<file path="config.mk">
export PLATFORM = sky130hd
export DESIGN_NAME = mem_stage_sequencer
export DESIGN_NICKNAME = d
export VERILOG_FILES = /design/src/rtl/mem_stage_sequencer_pkg.sv /design/src/rtl/mem_stage_sequencer_next_stage_finder.sv /design/src/rtl/mem_stage_sequencer.sv
export SDC_FILE = /design/constraint.sdc
export NUM_CORES = 1
export LEC_CHECK = 0
export CELL_PAD_IN_SITES_DETAIL_PLACEMENT = 1
export CELL_PAD_IN_SITES_GLOBAL_PLACEMENT = 2
export CORE_MARGIN = 2
export CORE_UTILIZATION = 16
export DETAILED_ROUTE_END_ITERATION = 10
export MAX_ROUTING_LAYER = met4
export PLACE_DENSITY_LB_ADDON = 0.08
export SLEW_MARGIN = 10
export SYNTH_ARGS = -nofsm -noshare
export SYNTH_HDL_FRONTEND = slang
export SYNTH_SLANG_ARGS = --single-unit
export TNS_END_PERCENT = 20
</file>
<file path="constraint.sdc">
create_clock -name clock -period 2.4 [get_ports clock]
set_input_delay 0.48 -clock clock [delete_from_list [all_inputs] [get_ports clock]]
set_output_delay 0.48 -clock clock [all_outputs]
set_load 0.01 [all_outputs]
</file>
<file path="src/rtl/mem_stage_sequencer_pkg.sv">
// rtl/mem_stage_sequencer_pkg.sv - shared types and constants for the node-memory stage sequencer
//
// Purpose: state encoding, node memory geometry and routing stage indices
// shared by the sequencer top and its next-stage finder.
package mem_stage_sequencer_pkg;

    localparam int MEM_DEPTH   = 2048;
    localparam int ADDR_W      = 11;
    localparam int DATA_W      = 16;
    localparam int STAGE_IDX_W = 3;

    // Routing stage indices, in execution order.
    localparam int LEARN   = 0;
    localparam int SINK    = 1;
    localparam int FIXLIST = 2;
    localparam int NSIOC   = 3;
    localparam int BEST    = 4;
    localparam int BETTER  = 5;
    localparam int WINNER  = 6;
    localparam int ACTION  = 7;

    typedef enum logic [2:0] {
        ST_IDLE   = 3'd0,
        ST_START  = 3'd1,
        ST_WAIT   = 3'd2,
        ST_FINISH = 3'd3,
        ST_ERROR  = 3'd4
    } seq_state_t;

endpackage

</file>
<file path="src/rtl/mem_stage_sequencer_next_stage_finder.sv">
// rtl/mem_stage_sequencer_next_stage_finder.sv - combinational search for the next enabled stage
//
// Purpose: given a stage mask and the current index, return the lowest
// enabled index strictly above the current one (or the lowest enabled index
// overall when first=1).
// Ports:
//   mask  in  N_STAGES     : enabled-stage mask
//   cur   in  STAGE_IDX_W  : current stage index
//   first in  1            : search from index 0 inclusive, ignoring cur
//   nxt   out STAGE_IDX_W  : next enabled index (0 when none)
//   none  out 1            : no enabled index found
module next_stage_finder
    import mem_stage_sequencer_pkg::*;
#(
    parameter int N_STAGES = 8
) (
    input  logic [N_STAGES-1:0]    mask,
    input  logic [STAGE_IDX_W-1:0] cur,
    input  logic                   first,
    output logic [STAGE_IDX_W-1:0] nxt,
    output logic                   none
);

    // Walk from the top down so the lowest qualifying index is the last
    // one written and therefore wins.
    always_comb begin
        nxt  = '0;
        none = 1'b1;
        for (int i = N_STAGES - 1; i >= 0; i--) begin
            if (mask[i] && (first || (STAGE_IDX_W'(i) > cur))) begin
                nxt  = STAGE_IDX_W'(i);
                none = 1'b0;
            end
        end
    end

endmodule

</file>
<file path="src/rtl/mem_stage_sequencer.sv">
// rtl/mem_stage_sequencer.sv - sequences routing stages and arbitrates the shared node memory port
//
// Purpose: runs the enabled routing stages one at a time, giving each a
// one-cycle start pulse and exclusive use of the node memory port until it
// reports done; adds skip mask, watchdog and abort.
// Ports:
//   clock, rst                 : clock and synchronous active-high reset
//   en, abort                  : run request (IDLE only) and run cancel
//   stage_en                   : skip mask, latched at run start
//   stage_done/addr/wren/wdata : per-stage done level and memory requests
//   stage_start                : one-hot start pulses
//   address, wr_en, mem_data_in: granted memory port
//   active_stage, busy         : port owner index and run-in-progress flag
//   run_done, timeout_err      : run completion pulse and sticky watchdog flag
module mem_stage_sequencer #(
    parameter int N_STAGES = 8,
    parameter int ADDR_W   = mem_stage_sequencer_pkg::ADDR_W,
    parameter int DATA_W   = mem_stage_sequencer_pkg::DATA_W,
    parameter int TIMEOUT  = 1023
) (
    input  logic                       clock,
    input  logic                       rst,
    input  logic                       en,
    input  logic                       abort,
    input  logic [N_STAGES-1:0]        stage_en,
    input  logic [N_STAGES-1:0]        stage_done,
    input  logic [N_STAGES*ADDR_W-1:0] stage_addr,
    input  logic [N_STAGES-1:0]        stage_wren,
    input  logic [N_STAGES*DATA_W-1:0] stage_wdata,
    output logic [N_STAGES-1:0]        stage_start,
    output logic [ADDR_W-1:0]          address,
    output logic                       wr_en,
    output logic [DATA_W-1:0]          mem_data_in,
    output logic [2:0]                 active_stage,
    output logic                       busy,
    output logic                       run_done,
    output logic                       timeout_err
);

    localparam int WD_W = $clog2(TIMEOUT + 1);

    mem_stage_sequencer_pkg::seq_state_t state_q, state_d;

    logic [2:0]          active_q, active_d;
    logic [N_STAGES-1:0] mask_q, mask_d;
    logic [WD_W-1:0]     wd_q, wd_d;
    logic                busy_q;
    logic                terr_q;

    logic [2:0]          first_idx;
    logic                first_none;
    logic [2:0]          next_idx;
    logic                next_none;

    logic [ADDR_W-1:0]   sel_addr;
    logic [DATA_W-1:0]   sel_data;
    logic                sel_wren;
    logic                sel_done;
    logic                timeout_hit;

    // Lowest enabled stage of the incoming mask, used when a run begins.
    next_stage_finder #(.N_STAGES(N_STAGES)) u_first_finder (
        .mask  (stage_en),
        .cur   (3'd0),
        .first (1'b1),
        .nxt   (first_idx),
        .none  (first_none)
    );

    // Successor of the active stage within the latched mask.
    next_stage_finder #(.N_STAGES(N_STAGES)) u_next_finder (
        .mask  (mask_q),
        .cur   (active_q),
        .first (1'b0),
        .nxt   (next_idx),
        .none  (next_none)
    );

    // Select the active stage's request lines; out-of-range indices select nothing.
    always_comb begin
        sel_addr = '0;
        sel_data = '0;
        sel_wren = 1'b0;
        sel_done = 1'b0;
        for (int i = 0; i < N_STAGES; i++) begin
            if (active_q == 3'(i)) begin
                sel_addr = stage_addr[i*ADDR_W +: ADDR_W];
                sel_data = stage_wdata[i*DATA_W +: DATA_W];
                sel_wren = stage_wren[i];
                sel_done = stage_done[i];
            end
        end
    end

    // Fires on the last of TIMEOUT WAIT cycles; the counter saturates, so it
    // cannot wrap past this value.
    assign timeout_hit = (wd_q == WD_W'(TIMEOUT - 1));

    always_comb begin
        state_d  = state_q;
        active_d = active_q;
        mask_d   = mask_q;
        wd_d     = wd_q;
        case (state_q)
            mem_stage_sequencer_pkg::ST_IDLE: begin
                if (en) begin
                    if (!first_none) begin
                        mask_d   = stage_en;
                        active_d = first_idx;
                        state_d  = mem_stage_sequencer_pkg::ST_START;
                    end else begin
                        state_d  = mem_stage_sequencer_pkg::ST_FINISH;
                    end
                end
            end
            mem_stage_sequencer_pkg::ST_START: begin
                // Done is deliberately not looked at here so a level left
                // over from an earlier run cannot skip the stage.
                wd_d    = '0;
                state_d = mem_stage_sequencer_pkg::ST_WAIT;
            end
            mem_stage_sequencer_pkg::ST_WAIT: begin
                if (wd_q != WD_W'(TIMEOUT)) begin
                    wd_d = wd_q + 1'b1;
                end
                if (sel_done) begin
                    if (!next_none) begin
                        active_d = next_idx;
                        state_d  = mem_stage_sequencer_pkg::ST_START;
                    end else begin
                        state_d  = mem_stage_sequencer_pkg::ST_FINISH;
                    end
                end else if (timeout_hit) begin
                    state_d = mem_stage_sequencer_pkg::ST_ERROR;
                end
            end
            mem_stage_sequencer_pkg::ST_FINISH: begin
                state_d = mem_stage_sequencer_pkg::ST_IDLE;
            end
            mem_stage_sequencer_pkg::ST_ERROR: begin
                state_d = mem_stage_sequencer_pkg::ST_ERROR;
            end
            default: begin
                state_d = mem_stage_sequencer_pkg::ST_IDLE;
            end
        endcase
        if (abort && (state_q != mem_stage_sequencer_pkg::ST_IDLE)) begin
            state_d = mem_stage_sequencer_pkg::ST_IDLE;
        end
    end

    always_ff @(posedge clock) begin
        if (rst) begin
            state_q  <= mem_stage_sequencer_pkg::ST_IDLE;
            active_q <= '0;
            mask_q   <= '0;
            wd_q     <= '0;
            busy_q   <= 1'b0;
            terr_q   <= 1'b0;
        end else begin
            state_q  <= state_d;
            active_q <= active_d;
            mask_q   <= mask_d;
            wd_q     <= wd_d;
            busy_q   <= (state_d != mem_stage_sequencer_pkg::ST_IDLE);
            if (state_d == mem_stage_sequencer_pkg::ST_ERROR) begin
                terr_q <= 1'b1;
            end
        end
    end

    always_comb begin
        stage_start = '0;
        if (state_q == mem_stage_sequencer_pkg::ST_START) begin
            for (int i = 0; i < N_STAGES; i++) begin
                if (active_q == 3'(i)) begin
                    stage_start[i] = 1'b1;
                end
            end
        end
    end

    assign address      = (state_q == mem_stage_sequencer_pkg::ST_IDLE) ? '0 : sel_addr;
    assign mem_data_in  = (state_q == mem_stage_sequencer_pkg::ST_IDLE) ? '0 : sel_data;
    assign wr_en        = sel_wren && (state_q == mem_stage_sequencer_pkg::ST_WAIT) && !abort;
    assign run_done     = (state_q == mem_stage_sequencer_pkg::ST_FINISH) && !abort;
    assign active_stage = active_q;
    assign busy         = busy_q;
    assign timeout_err  = terr_q;

endmodule

</file>
Word-level counts from Yosys, hierarchy flattened. Index checks and enable logic that the tools add are counted. W data, S select, Z words.

Flip-flop bits (word level): 26. Input bits: 244. Output and inout bits: 42. Logic and storage cells: 146.

Add/subtract/negate cells: 1. Magnitude comparators: 8. Equal/unequal tests: 19. Mux-type cells: 89. Bitwise gates (word level): 1. Reductions and logical operators: 22.

Operators by type and width (number): $mux W16 (9); $mux W11 (9); $mux W3 (24); $mux W1 (40); $pmux W10 S2 (1); $eq A3 B3 Y1 const B (6); $eq A3 B2 Y1 const B (4); $gt A3 B3 Y1 const A (4); $logic_and A1 B1 Y1 (12); $pmux W3 S4 (1); $add A10 B1 Y10 const B (1); $eq A10 B10 Y1 const B (1); $mux W10 (1); $ne A10 B10 Y1 const B (1); $ne A2 B2 Y1 const B (5); $mux W8 (1); $eq A3 B1 Y1 const B (2); $gt A1 B3 Y1 const A (2); $gt A2 B3 Y1 const A (2); $logic_not A3 Y1 (2); $pmux W3 S2 (1); $reduce_bool A3 Y1 (2); $reduce_and A5 Y1 (1); $mux W2 (2); 5 further kinds (6).

Logic depth before layout (Yosys ltp).
Depth in word-level cells: 15. Depth in mapped cells: 8. Depth with buffers taken out: 6.

Cells and area by module. A second synthesis with hierarchy kept.

Cells, all modules: 485. Area, all modules: 3649.8 um2.

Modules (own cells, without submodules): mem_stage_sequencer (times used 1, cells an instance 409, area each 3169.3 um2, seq. area each 520.5 um2); next_stage_finder (times used 2, cells an instance 38, area each 240.2 um2, seq. area each 0.0 um2).

Worst setup path after synthesis. No wires, ideal clock.

Path type: register to output. Start point: register active_q[0], in the netlist active_stage[0]. End point: output mem_data_in[10]. Data arrival time: 1961 ps. Required time: 1920 ps. Path slack: -41 ps. Stages on the path, launching flop included: 8. Buffers on the path: 3. Path through: dfxtp_1 > clkbuf_1 > buf_1 > clkbuf_1 > nand2_1 > a22oi_1 > nor2_1 > nor2_1.

Cells in the longest elaborated chain, start to end: 10. Elaborated cells on any way between the ends: 17. Classes of those cells: 7 x eq/ne; 9 x mux; 1 x reduce/logical.

Ends and longest elaborated chain: from (decl) (line mem_stage_sequencer.sv:44) `logic [2:0] active_q, active_d;`; from (signal assigned) (line mem_stage_sequencer.sv:162) `active_q <= active_d;`; $logic_not A3 Y1 (line mem_stage_sequencer.sv:86) `if (active_q == 3'(i)) begin`; $mux W16 (7 in series) (line mem_stage_sequencer.sv:86); $mux W16 * (line mem_stage_sequencer.sv:86); $mux W16 * (line mem_stage_sequencer.sv:184) `assign mem_data_in = (state_q == mem_stage_sequencer_pkg::ST_IDLE) ? '0 : sel_data;`; to (decl) (line mem_stage_sequencer.sv:33) `output logic [DATA_W-1:0] mem_data_in,`.

Every way passes the cells marked *; elsewhere a longest branch is shown, timed or not.

Worst setup path in the final report.
Start point: input abort. End point: output run_done.

Cells in the longest elaborated chain, start to end: 2.

Ends and longest elaborated chain: from (decl) (line mem_stage_sequencer.sv:24) `input logic abort,`; $logic_not A1 Y1 (line mem_stage_sequencer.sv:186) `assign run_done = (state_q == mem_stage_sequencer_pkg::ST_FINISH) && !abort;`; $logic_and A1 B1 Y1 (line mem_stage_sequencer.sv:186); to (decl) (line mem_stage_sequencer.sv:36) `output logic run_done,`.

Every way passes these cells.

==> metrics <==
EDFF count, synth=0; synth-to-layout area growth=104%; dpl cells=1,112; min Tclk post-route=roughly 2400 ps; ys flop type=dfxtp_1; crit start category=primary input; P per Cell Area=409 nW/µm²; Final ANT Viol Nets=0; FMAX=413 MHz; Worst Path Arrival=a little under 2000 ps; initial antenna violation count=5; worst vdd ir=roughly 260 µV; GRT Total Usage=17.9%; setup slack after layout=-18.5 ps; sequential-to-total area share from yosys stat=13.6%; crit end category=output pin; non-filler cells, final=1,131; sequential share of power=15.7%; final setup violation count=2; most frequent cells in the layout=252 x clkdlybuf4s50_1, 84 x nor2_1, 50 x buf_4, 43 x a22oi_1, 37 x nand2_1; total wire length=22.4 mm; Final Max Slew Viols=0; R2R cell count=6; DIE AREA=about 24,000 µm²; worst slew pin tran=733 ps; Final Cycle Share=101%; total congestion overflow=0; Max-Cap Viols=0; Clock power frac=between 10 and 15%; cell area after synthesis=3690 µm²; PortBufs=around 290; share of cells above drive strength 1=16.9%; Fin. Hold Viols=0; post-synthesis instance total=around 530; Horiz. Die Dim=156 µm; Logic pwr share=72.0%; Crit Reg-Reg Startpoint=active_stage[0]$_SDFFE_PP0P_; syn_nets=778; Psw=1.21 mW; outcome=complete, but fails checks; largest net degree at the start of global routing=34; GPL Wtd Cong=approximately 0.83; Iteration-0 DRC Markers=165; failing checks=negative setup slack; DIE HEIGHT=156 µm; Netlist cell types=58; clk slew on worst S/H paths=about 70 ps; Yosys warning count=0; DR pass1 iterations=4; Reg2Reg Capture Point=busy$_SDFF_PP0_; area occupied by multi-input gates=3030 µm²; H-tree Lvls=1; Clock Path Buffers=2; via/cell ratio=4.71; FP Rows=55; FF+latch area=a little over 500 µm²; layout net count=1,088; cell-internal power=around 1.9 mW; filler cell count=2,707; per-cell routed wire length=19.8 µm; DRC viols=0; vias in the first global route=a little under 6,000; # IOs=286; Hold EP=timeout_err$_SDFFE_PP0N_; total CTS buffers=3; WS Path Type=primary input to output pin; Post-CTS Hold Fix Bufs=0; Placeable Area=around 23,000 µm²; DR vias=~5,300; dpl hpwl=roughly 18 mm; TritonCTS clock tree=yes; Worst Skew=2.14 ps; unrepaired setup endpoints after global routing=true; Syn Area/Cell=around 6.9 µm²; Slew headroom=49.9%; commonest non-fill, non-tap cell in the layout=clkdlybuf4s50_1; Synth Register Bits=25; min-delay worst type=flip-flop to flip-flop; Lkg Pwr=approximately 3.0 nW; Skew-Pair Late Insertion Delay=roughly 260 ps; dpl ws=-293 ps; worst hold stages=2; hold_sp=timeout_err$_SDFFE_PP0N_; Worst Path Required=around 1900 ps; crit-path max FO=3; Root Driver=clkbuf_16; Sink Count=25; flop-to-flop setup slack=60 ps; switch share=39.4%; first-pass GRT wire length=33.0 mm; Design Power=approximately 3.1 mW; initial core utilization=16.3%; Post-synth ARST share=0%
power groups by stage:
stage / combinational [mW] / sequential [mW] / clock, mW
after floorplan: 1.02 / 0.476 / 0
after global placement: 2.14 / 0.516 / 0
after detailed placement: 2.16 / 0.518 / 0
after CTS: 2.24 / 0.485 / 0.396
after global routing: 2.42 / 0.489 / 0.426
final: 2.22 / 0.483 / 0.381
cell families (layout without fill, tap and decap cells):
logic type	after synthesis	after routing	share of synthesized area [%]
and+or+nand+nor	184	184	23.0
adders and majority gates	3	3	0.950
muxes	66	66	19.8
other	0	5	0
AOI/OAI and AO/OA	184	184	34.3
xor gates and xnor gates	8	8	1.90
buffers and inverters	62	371	6.48
DFF	25	25	13.6
flip-flops by register name (all words and copies together), names as in the netlist:
name,count
active_stage,3
busy,1
mask_q,7
state_q,3
timeout_err,1
wd_q,10
final cells by class:
cell class,count,share of cell area (%)
clock buffer,3,0.998
timing repair buffer,352,46.3
antenna,5,0.166
clock inverter,1,0.0665
tap,285,4.74
sequential,25,6.77
multi-input combinational,445,40.3
inverter,15,0.749
timing repair:
action                     in CTS  in global routing
gates cloned                    2                  0
buffers inserted                7                  1
pin swaps                       5                 18
setup endpoints to repair      33                 38
gates resized for setup       116                 38
how the worst max path moves through the flow:
stage | from | end | slack (ps) | depth (start not counted)
CTS | active_stage[1]$_SDFFE_PP0P_ | mem_data_in[11] | -70 | 8
global placement | stage_wdata[41] | mem_data_in[9] | -300 | 7
finish | abort | run_done | -20 | 4
global route | state_q[2]$_SDFF_PP0_ | stage_start[0] | -90 | 6
floorplan | active_stage[0]$_SDFFE_PP0P_ | address[6] | 2 | 8
detailed placement | stage_wdata[41] | mem_data_in[9] | -290 | 7
cell usage after synthesis, drive strengths merged (15+ instances only):
library cell / instances / area (µm²)
a22o: 28 / 245
o21ai: 37 / 185
a22oi: 54 / 405
a21oi: 36 / 184
clkbuf: 34 / 128
nor2b: 29 / 181
mux2i: 36 / 360
mux2: 28 / 315
nand2: 40 / 150
nor2: 84 / 315
inv: 15 / 56.3
dfxtp: 25 / 500
per-stage QoR:
step	setup TNS, ps	cell area, µm²	hold WS [ps]	utilization, %
global route	-1180	7520	503	33.2
detailed placement	-6390	7290	471	32.2
floorplan	0	3690	459	-
global placement	-6080	7290	458	32.2
finish	-25.9	7520	476	33.2
CTS	-518	7480	484	33.1
worst max-delay path, cell delays in order:
cell and delay, ps:
clkdlybuf4s50_1 490, nor4b_2 300, buf_4 150, clkdlybuf4s50_1 520
layer usage:
layer	GRT usage, %	share of wire [%]
met3	2.42	5.1
met5	-	0
met1	20.7	41
met2	32.5	52
met4	4.37	1.7
Note: power is estimated with default switching activity, not from simulation.
